$ cat config.mk
export PLATFORM = sky130hd
export DESIGN_NAME = aes_io_sequencer
export DESIGN_NICKNAME = d
export VERILOG_FILES = /design/src/rtl/aes_io_sequencer.sv
export SDC_FILE = /design/constraint.sdc
export NUM_CORES = 1
export LEC_CHECK = 0
export BUFFER_PORTS_ARGS = -buffer_cell sky130_fd_sc_hd__buf_4
export CORE_UTILIZATION = 25
export CTS_CLUSTER_SIZE = 20
export DETAILED_ROUTE_END_ITERATION = 6
export PLACE_DENSITY = 0.47
export SLEW_MARGIN = 20
export SYNTH_ARGS = -nofsm -noshare
export SYNTH_HDL_FRONTEND = slang
export SYNTH_SLANG_ARGS = --single-unit
$ cat constraint.sdc
create_clock -name clock -period 20.5 [get_ports clock]
set_input_delay 3.075 -clock clock [delete_from_list [all_inputs] [get_ports clock]]
set_output_delay 3.075 -clock clock [all_outputs]
set_load 0.02 [all_outputs]
$ cat src/rtl/aes_io_sequencer.sv
// ---------------------------------------------------------------------------
// aes_io_sequencer
//   Streaming bridge between the 32-bit coprocessor datapath and a 128-bit
//   AES core. It collects four plaintext words, fires a one-cycle encrypt
//   pulse, waits for the core's done with a timeout, captures the ciphertext
//   and streams it back out as four 32-bit words.
//
//   Ports
//     clock, reset            clock; asynchronous active-high reset
//     key_wr_en/idx/data      key word writes (idx 0 = bits [127:96]), only
//                             taken while idle (busy=0)
//     s_valid/s_ready/s_data  plaintext word stream, first beat = [127:96]
//     m_valid/m_ready/m_data  ciphertext word stream, first beat = [127:96]
//     encrypt                 one-cycle start pulse to the core
//     core_block, core_key    registered operands, stable from ARM to next ARM
//     core_done, core_dout    core completion level and ciphertext
//     busy                    high in ARM, WAIT or DRAIN
//     timeout_err             sticky, set when the core never finishes
//     blocks_done             completed-block counter
//
//   Optional feature macro: AES_IO_PERF_EN
//     defined   -> blocks_done counts completed blocks, saturating at 16'hFFFF
//     undefined -> blocks_done is tied to zero
// ---------------------------------------------------------------------------
module aes_io_sequencer #(
   parameter int WAIT_LIMIT = 63,
   parameter int CNT_W      = $clog2(WAIT_LIMIT + 1)
) (
   input  logic          clock,
   input  logic          reset,
   input  logic          key_wr_en,
   input  logic [1:0]    key_wr_idx,
   input  logic [31:0]   key_wr_data,
   input  logic          s_valid,
   output logic          s_ready,
   input  logic [31:0]   s_data,
   output logic          m_valid,
   input  logic          m_ready,
   output logic [31:0]   m_data,
   output logic          encrypt,
   output logic [127:0]  core_block,
   output logic [127:0]  core_key,
   input  logic          core_done,
   input  logic [127:0]  core_dout,
   output logic          busy,
   output logic          timeout_err,
   output logic [15:0]   blocks_done
);

   typedef enum logic [1:0] {LOAD, ARM, WAIT, DRAIN} state_t;

   localparam logic [CNT_W-1:0] LAST_WAIT = CNT_W'(WAIT_LIMIT - 1);

   state_t           state, state_nx;
   logic [1:0]       beat, beat_nx;
   logic [CNT_W-1:0] wait_cnt, wait_cnt_nx;

   // Word views: index 3 is the most significant word, so word[~beat]
   // walks [127:96] first and [31:0] last.
   logic [3:0][31:0] key_words, key_nx;
   logic [3:0][31:0] block_words, block_nx;
   logic [3:0][31:0] result_words;

   logic s_fire, m_fire, capture, wait_expire, arm_load;

   assign s_ready = (state == LOAD);
   assign m_valid = (state == DRAIN);
   assign encrypt = (state == ARM);
   assign busy    = (state != LOAD);
   assign m_data  = result_words[~beat];

   assign s_fire   = s_valid & s_ready;
   assign m_fire   = m_valid & m_ready;
   assign arm_load = s_fire & (beat == 2'd3);

   // Next-state logic
   always_comb begin
      state_nx    = state;
      beat_nx     = beat;
      wait_cnt_nx = wait_cnt;
      capture     = 1'b0;
      wait_expire = 1'b0;
      case (state)
         LOAD: begin
            if (s_fire) begin
               beat_nx = beat + 2'd1;
               if (beat == 2'd3) state_nx = ARM;
            end
         end
         ARM: begin
            state_nx    = WAIT;
            wait_cnt_nx = '0;
         end
         WAIT: begin
            wait_cnt_nx = wait_cnt + CNT_W'(1);
            // The first WAIT cycle may still see the previous block's done
            // level, so completion is only honoured from the second cycle.
            // A done on the limit cycle takes priority over the timeout.
            if ((wait_cnt != '0) && core_done) begin
               capture  = 1'b1;
               state_nx = DRAIN;
            end else if (wait_cnt == LAST_WAIT) begin
               wait_expire = 1'b1;
               state_nx    = LOAD;
            end
         end
         DRAIN: begin
            if (m_fire) begin
               beat_nx = beat + 2'd1;
               if (beat == 2'd3) state_nx = LOAD;
            end
         end
         default: state_nx = LOAD;
      endcase
   end

   // Key and block next values; the last plaintext word and a same-cycle key
   // write are forwarded so core operands are complete on the ARM cycle.
   always_comb begin
      key_nx = key_words;
      if (key_wr_en && !busy) key_nx[~key_wr_idx] = key_wr_data;
      block_nx = block_words;
      if (s_fire) block_nx[~beat] = s_data;
   end

   always_ff @(posedge clock or posedge reset) begin
      if (reset) begin
         state    <= LOAD;
         beat     <= '0;
         wait_cnt <= '0;
      end else begin
         state    <= state_nx;
         beat     <= beat_nx;
         wait_cnt <= wait_cnt_nx;
      end
   end

   always_ff @(posedge clock or posedge reset) begin
      if (reset) begin
         key_words    <= '0;
         block_words  <= '0;
         result_words <= '0;
         core_block   <= '0;
         core_key     <= '0;
         timeout_err  <= 1'b0;
      end else begin
         key_words   <= key_nx;
         block_words <= block_nx;
         if (arm_load) begin
            core_block <= block_nx;
            core_key   <= key_nx;
         end
         if (capture) result_words <= core_dout;
         if (s_fire && (beat == 2'd0)) timeout_err <= 1'b0;
         else if (wait_expire)         timeout_err <= 1'b1;
      end
   end

`ifdef AES_IO_PERF_EN
   logic [15:0] blk_cnt;

   always_ff @(posedge clock or posedge reset) begin
      if (reset)
         blk_cnt <= '0;
      else if (m_fire && (beat == 2'd3) && (blk_cnt != 16'hFFFF))
         blk_cnt <= blk_cnt + 16'd1;
   end

   assign blocks_done = blk_cnt;
`else
   assign blocks_done = 16'h0000;
`endif

endmodule

=== Word-level counts from Yosys, hierarchy flattened ===
Index checks and enable logic that the tools add are counted.

* Bits in writable memories: 0
* Flip-flop bits (word level): 651
* Memory bits (read-only): 0
* Latch bits: 0
* Logic and storage cells: 82
* Memories: 0
* Output and inout bits: 309

* Multipliers: 0
* Divide/modulo/power cells: 0
* Shift-type cells: 0
* Order comparisons: 4
* Muxes and demuxes: 28
* Bitwise gates (word level): 5
* Equality and inequality tests: 10
* Add/sub/neg operators: 2
* Reductions and logical operators: 15

{| class="wikitable"
|+ Operators with widths
! cell !! number
|-
| $bwmux 128 || 2
|-
| $mux 128 || 2
|-
| $demux 32 s2 || 2
|-
| $mux 32 || 3
|-
| $bmux 32 s2 || 1
|-
| $mux 2 || 8
|-
| $pmux 6 s2 || 1
|-
| $ne 2x1->1 const B || 4
|-
| $pmux 2 s4 || 1
|-
| $reduce_bool 2->1 || 4
|-
| $mux 1 || 7
|-
| $add 6x1->6 const B || 1
|-
| $eq 2x2->1 const B || 3
|-
| $eq 6x6->1 const B || 1
|-
| $lt 2x3->1 const B || 2
|-
| $reduce_bool 6->1 || 1
|-
| $logic_and 1x1->1 || 5
|-
| $reduce_and 5->1 || 1
|-
| $ge 2x1->1 const B || 2
|-
| $logic_not 2->1 || 2
|-
| $not 2->2 || 2
|-
| $pmux 2 s2 || 1
|-
| $and 1x1->1 || 3
|-
| $ne 3x3->1 const B || 1
|-
| other kinds (4) || 4
|}

=== Longest topological paths before layout ===
Gate-level depths: netlist (run 1).

* Word-level depth: 7
* Gate-level depth with buffers: 9

=== Least setup slack after synthesis (run 1) ===
Ideal clock, no wire load.

* Path kind: flip-flop to output port
* From: reg beat[0]
* To: out m_data[10]
* Path buffers: 2
* Setup slack: 15871 ps
* Arrival: 1554 ps
* Cell stages (with the launch flop): 4
* Cell sequence: dfrtp_1 -> clkbuf_1 -> buf_2 -> mux4_2

* Word-level cells in the longest chain between the ends: 3

{| class="wikitable"
|+ Ends and longest elaborated chain
! element !! line !! source
|-
| start, declared || 55 || <nowiki>logic [1:0] beat, beat_nx;</nowiki>
|-
| start signal, assigned || 133 || <nowiki>beat <= beat_nx;</nowiki>
|-
| $not 2->2 || 70 || <nowiki>assign m_data = result_words[~beat];</nowiki>
|-
| $bmux 32 s2 || 70 ||
|-
| $mux 32 (implied by the code) || 70 ||
|-
| end, declared || 39 || <nowiki>output logic [31:0] m_data,</nowiki>
|}

No other way between the ends. The select of a mux whose other input is x is not followed.

=== Worst setup path after layout (run 1) ===
* From: reg beat[0]
* To: out m_data[20]

Same word-level chain as after synthesis.

==> flow_metrics.tcl, run 1 <==
set metrics [dict create \
    status "complete, no violations" \
    avgRoutedWirePerCell_um 18.1 \
    insertion_delay_ns 0.63 \
    cts_made_buffers 74 \
    setup_viol 0 \
    synth-compound-area-share 0.00493 \
    cts_tree "built" \
    final_common_cell "nand2_1" \
    finClkSkew_ns 0.0166 \
    numPortBuffers 492 \
    final_max_slew_viol_count 0 \
    max-cap-violations 0 \
    met1_usage 0.169 \
    slew_headroom 0.299 \
    fmax_mhz 184 \
    ant_nets 0 \
    pin_count 509 \
    worstPathMaxFanout 35 \
    drive_gt1_frac 0.434 \
    synth.mux.area_fraction 0.209 \
    fp.dieW_um 314 \
    grt_max_degree 167 \
    die_h_um 314 \
    syn_inst 1901 \
    post-route-drc-count 0 \
    vias 15714 \
    design.core.area_um2 96600 \
    path_cells "buf_4 -> mux4_2 -> buf_4" \
    timing.hold.ws_ns 0.473 \
    cts_root_buffer "clkbuf_16" \
    cp.required_ns 17.43 \
    seq_area_um2 15500 \
    final_core_util 0.328 \
    post-dp-hpwl_um 44700 \
    cts_setup_buffers 0 \
    clock-sinks 619 \
    clockBufferDepth 3 \
    yosys_most_used_dff "dfrtp_1" \
    slowest_stage "mux4_2" \
    synth_xor_area_frac 0.000359 \
    yosys.area_share.simple 0.110 \
    synth_top_family_by_area "multiplexers" \
    hold_class "register to register" \
    final_cell_mix "nand2_1 (680), dfrtp_1 (617), buf_4 (512)" \
    place_congestion 0.744 \
    crit_path_start_kind "register" \
    peakVddDrop_v 0.0000720 \
    fin_crit_ns 5.43 \
    use_met2 0.225 \
    grt_overflow 0 \
    cp_common_cell "buf_4" \
    syn_area_per_cell_um2 12.8 \
    critPathArrivalTime_ns 2.36 \
    grt_usage 0.136 \
    synth-edff-count 0 \
    path_class "register to output port" \
    yosysUniqueCellTypes 39 \
    syn_to_final_growth_pct 29.9 \
    power.density_nw_per_um2 160 \
    worstSetupEndpointType "output port" \
    htree_num_levels 3 \
    die_area_um2 98700 \
    tns_ns 0 \
    nets 2604 \
    ctsResizeCount 0 \
    synthAdderAreaFrac 0.00616 \
    p_leak_uw 0.0159 \
    finalCritPeriodShare 0.265 \
    grt_pass1_vias 17086 \
    drtIter0Drc 672 \
    start_util 0.252 \
    total_power_uw 5060 \
    routed_via_density 4.22 \
    final_hold_viol_count 0 \
    syn_area_um2 24400 \
    wl_um 67300 \
    antenna_found_initial 3 \
    rows 114 \
    num-fill-cells 9649 \
    multi_input_area_um2 8170 \
    ys_seq_area_frac 0.636 \
    cts.clk_slew.worst_paths_ns 0.06 \
    top_usage_layer "met2" \
    async_flop_share 1.00 \
    rsz0062_at_grt "no" \
    grt_pass1_wl_um 104000 \
    grt_util_met3 0.0409 \
    ctsHoldBuffers 0 \
    slowest_delay_ns 0.62 \
    synth_seq_cells 619 \
    first_pass_iters 4 \
    max_slew.worst_pin.slew_ns 1.05 \
    yosys_warnings 0 \
]
[registers in the layout (all words and copies together), names as in the netlist]
name / flops
state: 2
core_key: 128
timeout_err: 1
beat: 2
key_words: 128
wait_cnt: 6
block_words: 96
core_block: 128
result_words: 128
[path summary, 6_finish.rpt]
| check | start | to | slack (ns) | depth (start not counted) |
|---|---|---|---|---|
| min | core_block[10] | core_block[10] | 0.47 | 2 |
| min reg2reg | core_block[10] | core_block[10] | 0.47 | 2 |
| max in group asynchronous | reset | result_words[49] | 15.76 | 4 |
| max | beat[0] | m_data[20] | 15.07 | 3 |
| min in group asynchronous | reset | key_words[117] | 2.59 | 2 |
| max reg2reg | beat[1] | core_key[99] | 16.48 | 5 |
[cell families after synthesis]
kind of cell | count (synthesis)
AO/OA/AOI/OAI | 19
XOR/XNOR | 1
adder cells (fa/ha/maj) | 12
buffers and inverters | 127
flip-flops | 619
multiplexers | 418
other | 1
AND/OR/NAND/NOR | 704
[critical path, delay by kind of cell (launching register included)]
family	cells	cell delay, ns
buf+inv	2	0.78
mux	1	0.62
flops	1	0.34
[where the power goes]
group,internal [uW],leakage (uW),switching (uW)
Clock,781,0.00121,528
Combinational,811,0.00683,950
Sequential,1750,0.00782,238
Total,3340,0.0159,1720
[cell type report]
| type | count | share of cell area |
|---|---|---|
| Multi-Input combinational cell | 1170 | 0.258 |
| Antenna cell | 2 | 0.000158 |
| Clock buffer | 105 | 0.0689 |
| Clock inverter | 25 | 0.00826 |
| Timing Repair Buffer | 516 | 0.123 |
| Inverter | 11 | 0.00154 |
| Tap cell | 1276 | 0.0504 |
| Sequential cell | 619 | 0.489 |
[cell usage after synthesis, types with 2 or more instances]
| cell type | instances | area [um^2] |
|---|---|---|
| and3_1 | 2 | 12.5 |
| ha_1 | 12 | 150 |
| mux4_2 | 32 | 721 |
| nor2_1 | 4 | 15.0 |
| buf_1 | 6 | 22.5 |
| mux2_4 | 10 | 150 |
| buf_2 | 37 | 185 |
| mux2_2 | 374 | 4210 |
| nand2_1 | 680 | 2550 |
| clkbuf_1 | 43 | 161 |
| o21ai_0 | 7 | 35.0 |
| inv_1 | 11 | 41.3 |
| nor3_1 | 2 | 10.0 |
| buf_4 | 16 | 120 |
| dfrtp_1 | 619 | 15500 |
| buf_12 | 13 | 260 |
| a21oi_1 | 3 | 15.0 |
| nand4b_1 | 2 | 17.5 |
| nand3_1 | 8 | 40.0 |
[through the flow]
step	std cells	setup WS (ns)	area, um^2
floorplan	1916	0.0914	24400
global placement	3590	14.75	29200
detailed placement	3592	14.71	29200
CTS	3722	14.92	31600
global route	3724	14.89	31700
finish	3724	15.07	31700
[metal layers]
metal  vias to the layer above  share of wire
met5                         -        0.00019
met4                         2          0.028
met3                       109          0.064
met2                       377           0.49
met1                      8002           0.42
li1                       7224              -
No activity file was read; power rests on OpenSTA's default activity.
==> run 2: changes to the inputs <==
PLACE_DENSITY = 0.46   (was 0.47)
clock period = 5.09 ns   (was 20.5 ns; I/O delays follow)
==> run 2 against run 1 <==
Against the previous run:
- global-route usage increased by 0.34 points
- wire length increased by 2.6%
- sequential share of layout area decreased by 0.24 points
- register-to-register slack got worse by 15 ns
- final cell count unchanged
- highest routed layer is now met4
- clock power increased to 4.0 times the previous value
- critical endpoint is now core_key[119]
- largest cell class unchanged
- worst setup slack got worse by 13 ns
- via count about the same
- combinational power increased to 4.1 times the previous value
==> flow_metrics.tcl, run 2 (synthesis gave the netlist of run 1 again) <==
set metrics [dict create \
    place_congestion 0.758 \
    final_common_cell "nand2_1" \
    ctsResizeCount 0 \
    reg2reg_from "state[0]" \
    r2r-end "core_key[119]" \
    worstPathMaxFanout 14 \
    tns_ns 0 \
    post-dp-hpwl_um 45800 \
    cts_setup_buffers 0 \
    clock-sinks 619 \
    p_leak_uw 0.0159 \
    timing.hold.ws_ns 0.244 \
    start_util 0.252 \
    status "complete, no violations" \
    m1WireLength_um 28800 \
    num-fill-cells 9652 \
    first_pass_iters 4 \
    die_h_um 314 \
    design.core.area_um2 96600 \
    critPathArrivalTime_ns 3.80 \
    final_core_util 0.329 \
    ant_nets 0 \
    antenna_found_initial 2 \
    rsz0062_at_grt "no" \
    pwr-share-comb 0.354 \
    nets 2610 \
    final_max_slew_viol_count 0 \
    dr.max_layer_used "met4" \
    insertion_delay_ns 0.62 \
    vias 15708 \
    p_sw_frac 0.340 \
    syn_to_final_growth_pct 30.5 \
    multi_input_area_um2 8180 \
    pin_count 509 \
    cp.required_ns 5.59 \
    seq_area_um2 15500 \
    p_int_uw 13500 \
    worstSetupEndpointType "register" \
    setup_viol 0 \
    fp.dieW_um 314 \
    max-cap-violations 0 \
    finalCritPeriodShare 0.649 \
    reg2reg_slack_ns 1.79 \
    clockBufferDepth 3 \
    cts_tree "built" \
    finClkSkew_ns 0.0127 \
    cts_root_buffer "clkbuf_16" \
    grt_pass1_vias 16853 \
    final_hold_viol_count 0 \
    routed_via_density 4.22 \
    met2WireLength_um 33300 \
    drive_gt1_frac 0.433 \
    cts.clk_slew.worst_paths_ns 0.06 \
    avgRoutedWirePerCell_um 18.6 \
    p_sw_uw 6930 \
    cts_made_buffers 74 \
    pwr-share-clk 0.257 \
    grt_usage 0.140 \
    power.density_nw_per_um2 642 \
    peakVddDrop_v 0.000255 \
    crit_path_start_kind "register" \
    numPortBuffers 492 \
    die_area_um2 98700 \
    htree_num_levels 3 \
    drtIter0Drc 810 \
    reg2reg_depth 7 \
    hold_class "input pin to asynchronous set/reset pin" \
    path_class "register to register" \
    seqPwrFrac 0.389 \
    met3_length_um 4820 \
    wl_um 69100 \
    fin_crit_ns 3.30 \
    post-route-drc-count 0 \
    rows 114 \
    grt_pass1_wl_um 105000 \
    fmax_mhz 303 \
    max_slew.worst_pin.slew_ns 1.07 \
    grt_max_degree 155 \
    grt_overflow 0 \
    ctsHoldBuffers 0 \
    final_cell_mix "nand2_1 (680), dfrtp_1 (617), buf_4 (508)" \
    slew_headroom 0.281 \
]
## run 2: worst max-delay path, cell delays in order, from the launching register on
cell,delay [ns]
dfrtp_1,0.41
inv_1,0.15
ha_1,0.62
nand2_1,0.14
nor3_2,0.83
buf_4,0.39
mux2_2,0.37
mux2_2,0.26
## run 2: power groups by stage
stage	combinational (uW)	sequential, uW	clock, uW
finish	7240	7940	5240
floorplan	3440	8880	0
global route	7880	8200	5650
CTS	7410	7970	5450
detailed placement	7400	8020	0
global placement	7260	7940	0
## run 2: final cells by class
cell class,instances,area share
multi-input cells,1170,0.257
well taps,1276,0.0502
clock inverters,21,0.00739
clock buffers,103,0.0678
flip-flops and latches,619,0.487
diodes,2,0.000157
inverters,11,0.00142
repair buffers,522,0.129
## run 2: worst max path at each step
| stage | depth (start not counted) | endpoint | slack [ns] | start |
|---|---|---|---|---|
| floorplan | 1 | beat[0] | -4.12 | reset |
| global placement | 7 | core_key[108] | 1.91 | state[0] |
| detailed placement | 7 | core_key[108] | 1.78 | state[0] |
| CTS | 3 | m_data[18] | 1.66 | beat[0] |
| global route | 7 | core_key[109] | 1.60 | state[0] |
| finish | 7 | core_key[119] | 1.79 | state[0] |
## run 2: layer usage
| metal | vias up | GRT usage |
|---|---|---|
| met2 | 383 | 0.228 |
| met5 | - | 0 |
| met3 | 113 | 0.0398 |
| met4 | 0 | 0.0573 |
| met1 | 7979 | 0.173 |
| li1 | 7233 | - |
## run 2: metrics by stage
stage	total power, uW	std cells	setup slack (ns)	cell area, um^2
5_1_grt	21700	3723	1.60	31800
3_3_place_gp	15200	3597	1.91	29400
6_report	20400	3724	1.79	31800
4_1_cts	20800	3722	1.66	31800
2_1_floorplan	12300	1916	-4.12	24400
3_5_place_dp	15400	3598	1.78	29400
